`src/rtl/debounce_pkg.sv`:
```
// Shared types and constants for the multi-channel key debouncer.
// Holds the per-channel FSM encoding and the synchroniser depth.
package debounce_pkg;

  localparam int SYNC_STAGES = 2;

  typedef enum logic [1:0] {
    IDLE         = 2'd0,
    PRESS_WAIT   = 2'd1,
    PRESSED      = 2'd2,
    RELEASE_WAIT = 2'd3
  } state_t;

  // True when value is representable as a non-zero unsigned number of the given width.
  function automatic bit fits_nonzero(input longint value, input int width);
    return (value >= 1) && (value <= ((longint'(1) << width) - 1));
  endfunction

endpackage

```
`src/rtl/debounce_channel.sv`:
```
// One debounced key: 2-FF synchroniser, hysteresis FSM, hold counter and
// registered single-cycle press / release / long-press pulses.
module debounce_channel
  import debounce_pkg::*;
#(
  parameter int CNT_W      = 16,
  parameter int THRESHOLD  = 255,
  parameter int LONG_TICKS = 1000,
  parameter int ACTIVE_LOW = 1
) (
  input  logic clk,
  input  logic rst,
  input  logic tick,
  input  logic key_raw,
  output logic key_state,
  output logic press_pulse,
  output logic release_pulse,
  output logic long_pulse
);

  localparam logic             RELEASED_LEVEL = logic'(ACTIVE_LOW != 0);
  localparam logic [CNT_W-1:0] THR            = CNT_W'(THRESHOLD);
  localparam logic [CNT_W-1:0] LONG           = CNT_W'(LONG_TICKS);
  localparam logic [CNT_W-1:0] ONE            = CNT_W'(1);

  logic [SYNC_STAGES-1:0] sync_q;
  logic                   pressed;

  state_t           state_q, state_d;
  logic [CNT_W-1:0] cnt_q, cnt_d;
  logic [CNT_W-1:0] hold_q, hold_d;
  logic [CNT_W-1:0] cnt_inc, hold_inc;
  logic             press_d, release_d, long_d;

  // Synchroniser keeps running regardless of tick; it resets to the released level.
  // NOTE: sequential state uses non-blocking (<=) so every flop samples pre-edge values.
  always_ff @(posedge clk or posedge rst) begin
    if (rst) begin
      sync_q <= {SYNC_STAGES{RELEASED_LEVEL}};
    end else begin
      sync_q <= {sync_q[SYNC_STAGES-2:0], key_raw};
    end
  end

  assign pressed  = sync_q[SYNC_STAGES-1] ^ RELEASED_LEVEL;
  assign cnt_inc  = cnt_q + ONE;
  assign hold_inc = hold_q + ONE;

  always_ff @(posedge clk or posedge rst) begin
    if (rst) begin
      state_q       <= IDLE;
      cnt_q         <= '0;
      hold_q        <= '0;
      press_pulse   <= 1'b0;
      release_pulse <= 1'b0;
      long_pulse    <= 1'b0;
    end else begin
      state_q       <= state_d;
      cnt_q         <= cnt_d;
      hold_q        <= hold_d;
      press_pulse   <= press_d;
      release_pulse <= release_d;
      long_pulse    <= long_d;
    end
  end

  // NOTE: every signal written here gets a default first, so no path can infer a latch.
  always_comb begin
    state_d   = state_q;
    cnt_d     = cnt_q;
    hold_d    = hold_q;
    press_d   = 1'b0;
    release_d = 1'b0;
    long_d    = 1'b0;

    if (tick) begin
      unique case (state_q)
        IDLE: begin
          if (pressed) begin
            if (THRESHOLD == 1) begin
              state_d = PRESSED;
              cnt_d   = '0;
              press_d = 1'b1;
            end else begin
              state_d = PRESS_WAIT;
              cnt_d   = ONE;
            end
          end
        end

        PRESS_WAIT: begin
          if (!pressed) begin
            state_d = IDLE;
            cnt_d   = '0;
          end else if (cnt_inc == THR) begin
            state_d = PRESSED;
            cnt_d   = '0;
            press_d = 1'b1;
          end else begin
            cnt_d = cnt_inc;
          end
        end

        PRESSED: begin
          if (pressed) begin
            if (hold_q != LONG) begin
              hold_d = hold_inc;
              long_d = (hold_inc == LONG);
            end
          end else if (THRESHOLD == 1) begin
            state_d   = IDLE;
            cnt_d     = '0;
            hold_d    = '0;
            release_d = 1'b1;
          end else begin
            state_d = RELEASE_WAIT;
            cnt_d   = ONE;
          end
        end

        RELEASE_WAIT: begin
          if (pressed) begin
            // Bounce back to pressed: the hold count survives and keeps advancing.
            state_d = PRESSED;
            cnt_d   = '0;
            if (hold_q != LONG) begin
              hold_d = hold_inc;
              long_d = (hold_inc == LONG);
            end
          end else if (cnt_inc == THR) begin
            state_d   = IDLE;
            cnt_d     = '0;
            hold_d    = '0;
            release_d = 1'b1;
          end else begin
            cnt_d = cnt_inc;
          end
        end

        default: begin
          state_d = IDLE;
          cnt_d   = '0;
          hold_d  = '0;
        end
      endcase
    end
  end

  // Hysteresis: the debounced level only flips once a wait state completes.
  assign key_state = (state_q == PRESSED) || (state_q == RELEASE_WAIT);

endmodule

```
`src/rtl/debounce_bank.sv`:
```
// Bank of independent key debouncers sharing one sample tick.
// Parameter legality is checked at elaboration.
module debounce_bank
  import debounce_pkg::*;
#(
  parameter int CHANNELS   = 4,
  parameter int CNT_W      = 16,
  parameter int THRESHOLD  = 255,
  parameter int LONG_TICKS = 1000,
  parameter int ACTIVE_LOW = 1
) (
  input  logic                clk,
  input  logic                rst,
  input  logic                tick,
  input  logic [CHANNELS-1:0] key_raw,
  output logic [CHANNELS-1:0] key_state,
  output logic [CHANNELS-1:0] press_pulse,
  output logic [CHANNELS-1:0] release_pulse,
  output logic [CHANNELS-1:0] long_pulse
);

  if (CHANNELS < 1 || CHANNELS > 32) begin : g_bad_channels
    $error("debounce_bank: CHANNELS must be 1..32");
  end
  if (CNT_W < 1 || CNT_W > 32) begin : g_bad_cnt_w
    $error("debounce_bank: CNT_W must be 1..32");
  end
  if (!fits_nonzero(longint'(THRESHOLD), CNT_W)) begin : g_bad_threshold
    $error("debounce_bank: THRESHOLD must be 1..2^CNT_W-1");
  end
  if (!fits_nonzero(longint'(LONG_TICKS), CNT_W)) begin : g_bad_long
    $error("debounce_bank: LONG_TICKS must be 1..2^CNT_W-1");
  end
  if (ACTIVE_LOW != 0 && ACTIVE_LOW != 1) begin : g_bad_polarity
    $error("debounce_bank: ACTIVE_LOW must be 0 or 1");
  end

  for (genvar ch = 0; ch < CHANNELS; ch++) begin : g_channel
    debounce_channel #(
      .CNT_W      (CNT_W),
      .THRESHOLD  (THRESHOLD),
      .LONG_TICKS (LONG_TICKS),
      .ACTIVE_LOW (ACTIVE_LOW)
    ) u_channel (
      .clk           (clk),
      .rst           (rst),
      .tick          (tick),
      .key_raw       (key_raw[ch]),
      .key_state     (key_state[ch]),
      .press_pulse   (press_pulse[ch]),
      .release_pulse (release_pulse[ch]),
      .long_pulse    (long_pulse[ch])
    );
  end

endmodule

```
`config.mk`:
```
export PLATFORM = sky130hd
export DESIGN_NAME = debounce_bank
export DESIGN_NICKNAME = d
export VERILOG_FILES = /design/src/rtl/debounce_pkg.sv /design/src/rtl/debounce_channel.sv /design/src/rtl/debounce_bank.sv
export SDC_FILE = /design/constraint.sdc
export NUM_CORES = 1
export LEC_CHECK = 0
export ABC_AREA = 1
export BUFFER_PORTS_ARGS = -buffer_cell sky130_fd_sc_hd__buf_4
export CAP_MARGIN = 5
export CORE_ASPECT_RATIO = 0.75
export CORE_MARGIN = 5
export CORE_UTILIZATION = 45
export DETAILED_ROUTE_END_ITERATION = 10
export GPL_ROUTABILITY_DRIVEN = 0
export PLACE_DENSITY = 0.61
export SLEW_MARGIN = 0
export SYNTH_ARGS = -nofsm -noshare
export SYNTH_HDL_FRONTEND = slang
export SYNTH_SLANG_ARGS = --single-unit
```
`constraint.sdc`:
```
create_clock -name clk -period 9.2 [get_ports clk]
set_input_delay 1.84 -clock clk [delete_from_list [all_inputs] [get_ports clk]]
set_output_delay 1.84 -clock clk [all_outputs]
set_load 0.01 [all_outputs]
```
==> results.tsv, run 1 <==
stage	metric	value	unit
place	dp_slack	5.04	ns
worst_setup_path	endpoint_kind	register	
worst_setup_path	setup.worst_path.end	g_channel[0].u_channel.cnt_q[2]	
grt	grt_pass1_vias	8652	
grt	gr-total-overflow	0	
sta	period_share	40.3	%
routing	dr_wl_met2	10300	µm
worst_setup_path	crit_family	simple AND/OR/NAND/NOR gates	
job	drv_cap	0	
cells_and_area	area_growth	7.43	%
worst_setup_path	required	9.54	ns
clocking	post_cts_buffers	0	
synth	synth.distinct_cells	41	
pwr	ir_drop	0.141	mV
worst_setup_path	crit_buf_inv	3	
die	io_pins	23	
sta	finClkSkew	0.0129	ns
clocking	ctsHoldBuffers	0	
place	dpl_cell_area	10800	µm²
clocking	post_cts_resized	0	
min_path	min_path_cells	0	
synth	syn_area_per_cell	6.77	µm²
die	die_y	143	µm
clocking	cts.htree.levels	4	
synth	ys_async_sr_fraction	100	%
pwr	power_density	183	nW/µm²
worst_setup_path	cp_data_arrival_time	4.05	ns
synth	synth_flop_cell	dfrtp_1	
grt	grt_max_degree	102	
worst_setup_path	r2r_cells	7	
routing	detail_route.first_pass.iterations	7	
clocking	clkTransAtPathRegs	0.06	ns
sta	setup_ws	5.49	ns
place	io_buffers	22	
routing	wl_met3	969	µm
cells_and_area	nets	1581	
die	rows	48	
die	dieArea	26800	µm²
sta	fmax	0.270	GHz
clocking	root_buffer	clkbuf_16	
sta	rsz0062_at_grt	no	
synth	synth_area	10600	µm²
clocking	cts.sinks	156	
synth	synthCells	1570	
grt	antenna_found_initial	0	
synth	synth_warnings	0	
routing	totalWireLength	25200	µm
sta	worstMarginPinSlew	0.982	ns
grt	grt_pass1_wl	43100	µm
routing	drt-met1-wl	13700	µm
sta	hold_viol	0	
worst_setup_path	cp_common_cell	inv_1	
routing	avgViaCountPerCell	5.16	
die	core	23100	µm²
outcome	status	finished, final reports clean	
pwr	leakagePower	5.38	nW
cells_and_area	drive_above_1_share	7.28	%
worst_setup_path	cp_max_fo	19	
synth	synth-edff-count	0	
cells_and_area	fin_area	11400	µm²
die	initial_core_util	46.0	%
routing	drt_iter0_drc	769	
routing	vias	9635	
grt	grt_usage	19.2	%
sta	drv_slew	0	
cells_and_area	final_cell_mix	nand2_1 (493), inv_1 (186), nor2_1 (183), nand3_1 (178), dfrtp_1 (148)	
routing	final_antenna_net_count	0	
worst_setup_path	r2r_end	g_channel[0].u_channel.cnt_q[2]	
worst_setup_path	critPathMaxStageDelay	0.65	ns
synth	synth_nets	1597	
worst_setup_path	r2r_start	g_channel[0].u_channel.sync_q[1]	
routing	drcViolationCount	0	
clocking	cts_max_path_buffers	2	
clocking	worstSkewPairLatency	0.44	ns
routing	drt-wirelength-per-cell	13.5	µm
cells_and_area	final_common_cell	nand2_1	
min_path	hold_class	register to register	
place	place_hpwl	17500	µm
synth	ys_ff_latch	156	
cells_and_area	num_antenna_cells	0	
worst_setup_path	reg2reg_slack	6.60	ns
worst_setup_path	cp.depth	7	
die	die_w	187	µm
clocking	numCtsBuffers	17	
worst_setup_path	cp_slowest_cell	nor2_2	
worst_setup_path	crit_type	input pin to register	
worst_setup_path	critPathLaunch	tick	
worst_setup_path	cp-start-kind	input pin	
routing	routed.top_layer	met4	
sta	period_minus_slack	3.71	ns
worst_setup_path	path_cells	buf_4, inv_1, nor3_4, inv_1, nor2_2, nand3_1, o21ai_0	
sta	totalNegativeSetupSlack	0	ns
synth	ys_seq_area_share	36.8	%
sta	max-slew-margin-rel	34.3	%
clocking	cts_tree	built	
cells_and_area	fill_cells	2289	
sta	setup_viol	0	
power by group:
part | total [W] | switching [W] | internal, W
logic | 0.000521 | 0.000366 | 0.000155
registers | 0.000855 | 0.000105 | 0.000750
clock network | 0.000708 | 0.000325 | 0.000383
total | 0.00208 | 0.000796 | 0.00129
registers in the layout, summed over array words and instances (netlist names), named ones only:
name and flops:
g_channel.u_channel.state_q 4, g_channel.u_channel.hold_q 64, g_channel.u_channel.long_pulse 4, g_channel.u_channel.cnt_q 64, g_channel.u_channel.press_pulse 4, g_channel.u_channel.release_pulse 4, g_channel.u_channel.sync_q 8
worst min path at each step:
stage	startpoint	to	slack (ns)
final	g_channel[0].u_channel.sync_q[0]	g_channel[0].u_channel.sync_q[1]	0.36
after global routing	g_channel[0].u_channel.sync_q[0]	g_channel[0].u_channel.sync_q[1]	0.36
after CTS	g_channel[0].u_channel.sync_q[0]	g_channel[0].u_channel.sync_q[1]	0.36
after detailed placement	g_channel[1].u_channel.sync_q[0]	g_channel[1].u_channel.sync_q[1]	0.35
after global placement	g_channel[1].u_channel.sync_q[0]	g_channel[1].u_channel.sync_q[1]	0.35
after floorplan	g_channel[0].u_channel.sync_q[0]	g_channel[0].u_channel.sync_q[1]	0.35
cells in the mapped netlist (7+ instances only):
library cell	count	area [µm²]
nand2_1	493	1850
inv_1	187	702
nor2_1	183	687
nand3_1	178	891
dfrtp_1	148	3700
o22ai_1	53	332
xor2_1	44	385
nand4_1	41	257
o21ai_0	28	140
a21oi_1	23	115
buf_4	23	173
clkbuf_1	22	82.6
ha_1	20	250
nor3_1	17	85.1
nor2_2	11	68.8
buf_2	10	50.1
or2_2	10	62.6
xnor2_1	9	78.8
dfstp_2	8	210
nand3_2	7	70.1
final cells by class:
cell class	instances	area [µm²]	area share [%]
clock buffers	17	425	3.73
clock inverters	15	154	1.35
inverters	195	737	6.46
multi-input cells	1158	5620	49.2
flip-flops and latches	156	3910	34.3
well taps	300	375	3.29
repair buffers	26	195	1.71
through the flow:
stage | hold slack [ns] | cells | power, W | utilization (%)
floorplan | 0.345 | 1570 | 0.00127 | -
global placement | 0.347 | 1835 | 0.00138 | 46.9
detailed placement | 0.348 | 1835 | 0.00139 | 46.9
CTS | 0.357 | 1867 | 0.00211 | 49.4
global route | 0.359 | 1867 | 0.00222 | 49.4
finish | 0.357 | 1867 | 0.00208 | 49.4
per-layer routing:
metal | vias to the layer above | global-route usage, %
li1 | 4986 | -
met1 | 4465 | 30.2
met2 | 167 | 27.3
met3 | 17 | 3.59
met4 | 0 | 3.78
met5 | - | 0
worst reg2reg max path, cell delays in order (launching register included):
cell and delay [ns]:
dfstp_2 0.41, clkinv_1 0.20, nor3_1 0.13, nor3_4 0.60, inv_1 0.22, nor2_2 0.65, nand3_1 0.12, o21ai_0 0.19
logic make-up (layout without fill, tap and decap cells):
family	after synthesis	in the layout	share of synthesized area [%]
buffers and inverters	256	253	10.3
flip-flops	156	156	36.8
adder cells (fa/ha/maj)	20	20	2.35
XOR/XNOR	53	53	4.37
AND/OR/NAND/NOR	967	967	39.6
AO/OA/AOI/OAI	118	118	6.49
Note: power is estimated with default switching activity, not from simulation.
==> inputs of run 2 (changes only) <==
--- a/config.mk
+++ b/config.mk
@@ -13,7 +13,7 @@
 export CORE_UTILIZATION = 45
 export DETAILED_ROUTE_END_ITERATION = 10
 export GPL_ROUTABILITY_DRIVEN = 0
-export PLACE_DENSITY = 0.61
+export PLACE_DENSITY = 0.64
 export SLEW_MARGIN = 0
 export SYNTH_ARGS = -nofsm -noshare
 export SYNTH_HDL_FRONTEND = slang
==> constraint.sdc (replaced) <==
create_clock -name clk -period 3.4 [get_ports clk]
set_input_delay 0.68 -clock clk [delete_from_list [all_inputs] [get_ports clk]]
set_output_delay 0.68 -clock clk [all_outputs]
set_load 0.01 [all_outputs]
==> results.tsv, run 2 (same netlist as run 1, synthesis figures left out) <==
stage	metric	value	unit
worst_setup_path	required	3.72	ns
die	die_w	187	µm
grt	grt_pass1_wl	43800	µm
grt	grt_usage	19.4	%
grt	grt_pass1_vias	8828	
sta	drv_slew	0	
cells_and_area	stdcell_count	1875	
clocking	post_cts_buffers	0	
cells_and_area	num_antenna_cells	0	
worst_setup_path	path_cells	ha_1, nand3_2, nor2_4, nand2_1, nand2_1, nand2_1, nor2_1, nand2_1, nor2_1, nand2_1, nand2_1, nand2_1, nand2_1, nand2_1	
die	dieArea	26800	µm²
worst_setup_path	critPathMaxStageDelay	0.54	ns
cells_and_area	area_growth	7.97	%
worst_setup_path	cp_common_cell	nand2_1	
sta	fmax	0.388	GHz
worst_setup_path	crit_type	register to register	
clocking	ctsHoldBuffers	0	
sta	worstMarginPinSlew	0.850	ns
cells_and_area	reg_top3	g_channel.u_channel.cnt_q x64, g_channel.u_channel.hold_q x64, g_channel.u_channel.sync_q x8	
clocking	clkTransAtPathRegs	0.07	ns
cells_and_area	fill_cells	2285	
routing	drcViolationCount	0	
place	io_buffers	22	
cells_and_area	final_common_cell	nand2_1	
routing	totalWireLength	25100	µm
die	rows	48	
cells_and_area	drive_above_1_share	7.75	%
pwr	ir_drop	0.347	mV
die	initial_core_util	46.0	%
job	drv_cap	0	
min_path	hp-start	key_raw[0]	
sta	setup_viol	0	
sta	max-slew-margin-rel	43.3	%
pwr	leakagePower	5.41	nW
clocking	worstSkewPairLatency	0.43	ns
sta	period_minus_slack	2.58	ns
die	io_pins	23	
grt	antenna_found_initial	0	
worst_setup_path	cp_data_arrival_time	2.89	ns
sta	totalNegativeSetupSlack	0	ns
grt	gr-total-overflow	0	
routing	detail_route.first_pass.iterations	5	
sta	period_share	75.8	%
place	dpl.cell_count	1843	
worst_setup_path	crit_buf_inv	0	
die	core	23100	µm²
routing	vias	9708	
grt	grt_max_degree	45	
routing	avgViaCountPerCell	5.18	
clocking	cts_tree	built	
die	die_y	143	µm
sta	finClkSkew	0.0119	ns
min_path	hold_class	input pin to register	
worst_setup_path	crit_family	simple AND/OR/NAND/NOR gates	
clocking	cts.htree.levels	4	
worst_setup_path	cp_max_fo	20	
cells_and_area	nets	1589	
clocking	cts.sinks	156	
clocking	root_buffer	clkbuf_16	
sta	rsz0062_at_grt	no	
pwr	power_density	485	nW/µm²
clocking	cts_max_path_buffers	2	
routing	final_antenna_net_count	0	
cells_and_area	final_cell_mix	nand2_1 (493), inv_1 (186), nor2_1 (183), nand3_1 (178), dfrtp_1 (148)	
clocking	post_cts_resized	0	
cells_and_area	seqCellArea	3910	µm²
worst_setup_path	endpoint_kind	register	
cells_and_area	fin_util	49.6	%
worst_setup_path	critPathLaunch	g_channel[0].u_channel.cnt_q[0]	
sta	hold_viol	0	
worst_setup_path	r2r_start	g_channel[0].u_channel.cnt_q[0]	
worst_setup_path	cp_slowest_cell	nand2_1	
clocking	numCtsBuffers	17	
cells_and_area	multi_input_area	5620	µm²
routing	drt-wirelength-per-cell	13.4	µm
outcome	status	finished, final reports clean	
routing	drt_iter0_drc	977	
place	place_hpwl	17800	µm
worst_setup_path	cp-start-kind	register	
[run 2: cell types whose count changed in the layout (fill, tap and decap cells not counted)]
cell	delta
buf_4	+6
inv_8	-2
clkinvlp_4	+1
buf_12	+2
bufinv_16	-1
inv_6	+2
[run 2: metal layers]
metal  vias up  part of all wire (%)  GRT usage, %
met1      4498                    54          30.4
met3        14                   4.2          3.13
li1       4999                     -             -
met4         0                  0.75          4.02
met5         -                     0             0
met2       197                    41          28.1
[run 2: final cells by class]
class	count	area share, %
multi-input combinational	1158	48.9
sequential	156	34.1
inverter	195	6.41
clock buffer	17	3.71
tap	300	3.27
timing repair buffer	34	2.44
clock inverter	15	1.11
[run 2: stage by stage]
step	hold WS [ns]	power (W)	area (µm²)	setup slack, ns
3_5_place_dp	0.348	0.00377	10900	0.728
5_1_grt	0.324	0.00597	11500	0.496
4_1_cts	0.331	0.00564	11500	0.851
3_3_place_gp	0.347	0.00375	10900	0.757
2_1_floorplan	0.345	0.00343	10600	0.754
6_report	0.355	0.00557	11500	0.823
[run 2: power by group]
part / switching [W] / leakage, nW / total [W] / internal [W]
combinational: 0.000984 / 3.03 / 0.00142 / 0.000441
clock: 0.000869 / 0.268 / 0.00183 / 0.000960
sequential: 0.000283 / 2.11 / 0.00231 / 0.00203
total: 0.00214 / 5.41 / 0.00557 / 0.00343
[run 2: path summary, 6_finish.rpt]
path,to,slack (ns),cells past startpoint
setup / recovery,register,0.82,14
hold / removal,g_channel[0].u_channel.sync_q[0],0.36,1
setup reg to reg,register,0.82,14
hold reg to reg,g_channel[2].u_channel.sync_q[1],0.36,0
max in group asynchronous,g_channel[2].u_channel.sync_q[1],2.16,3
min in group asynchronous,g_channel[1].u_channel.hold_q[6],0.41,2
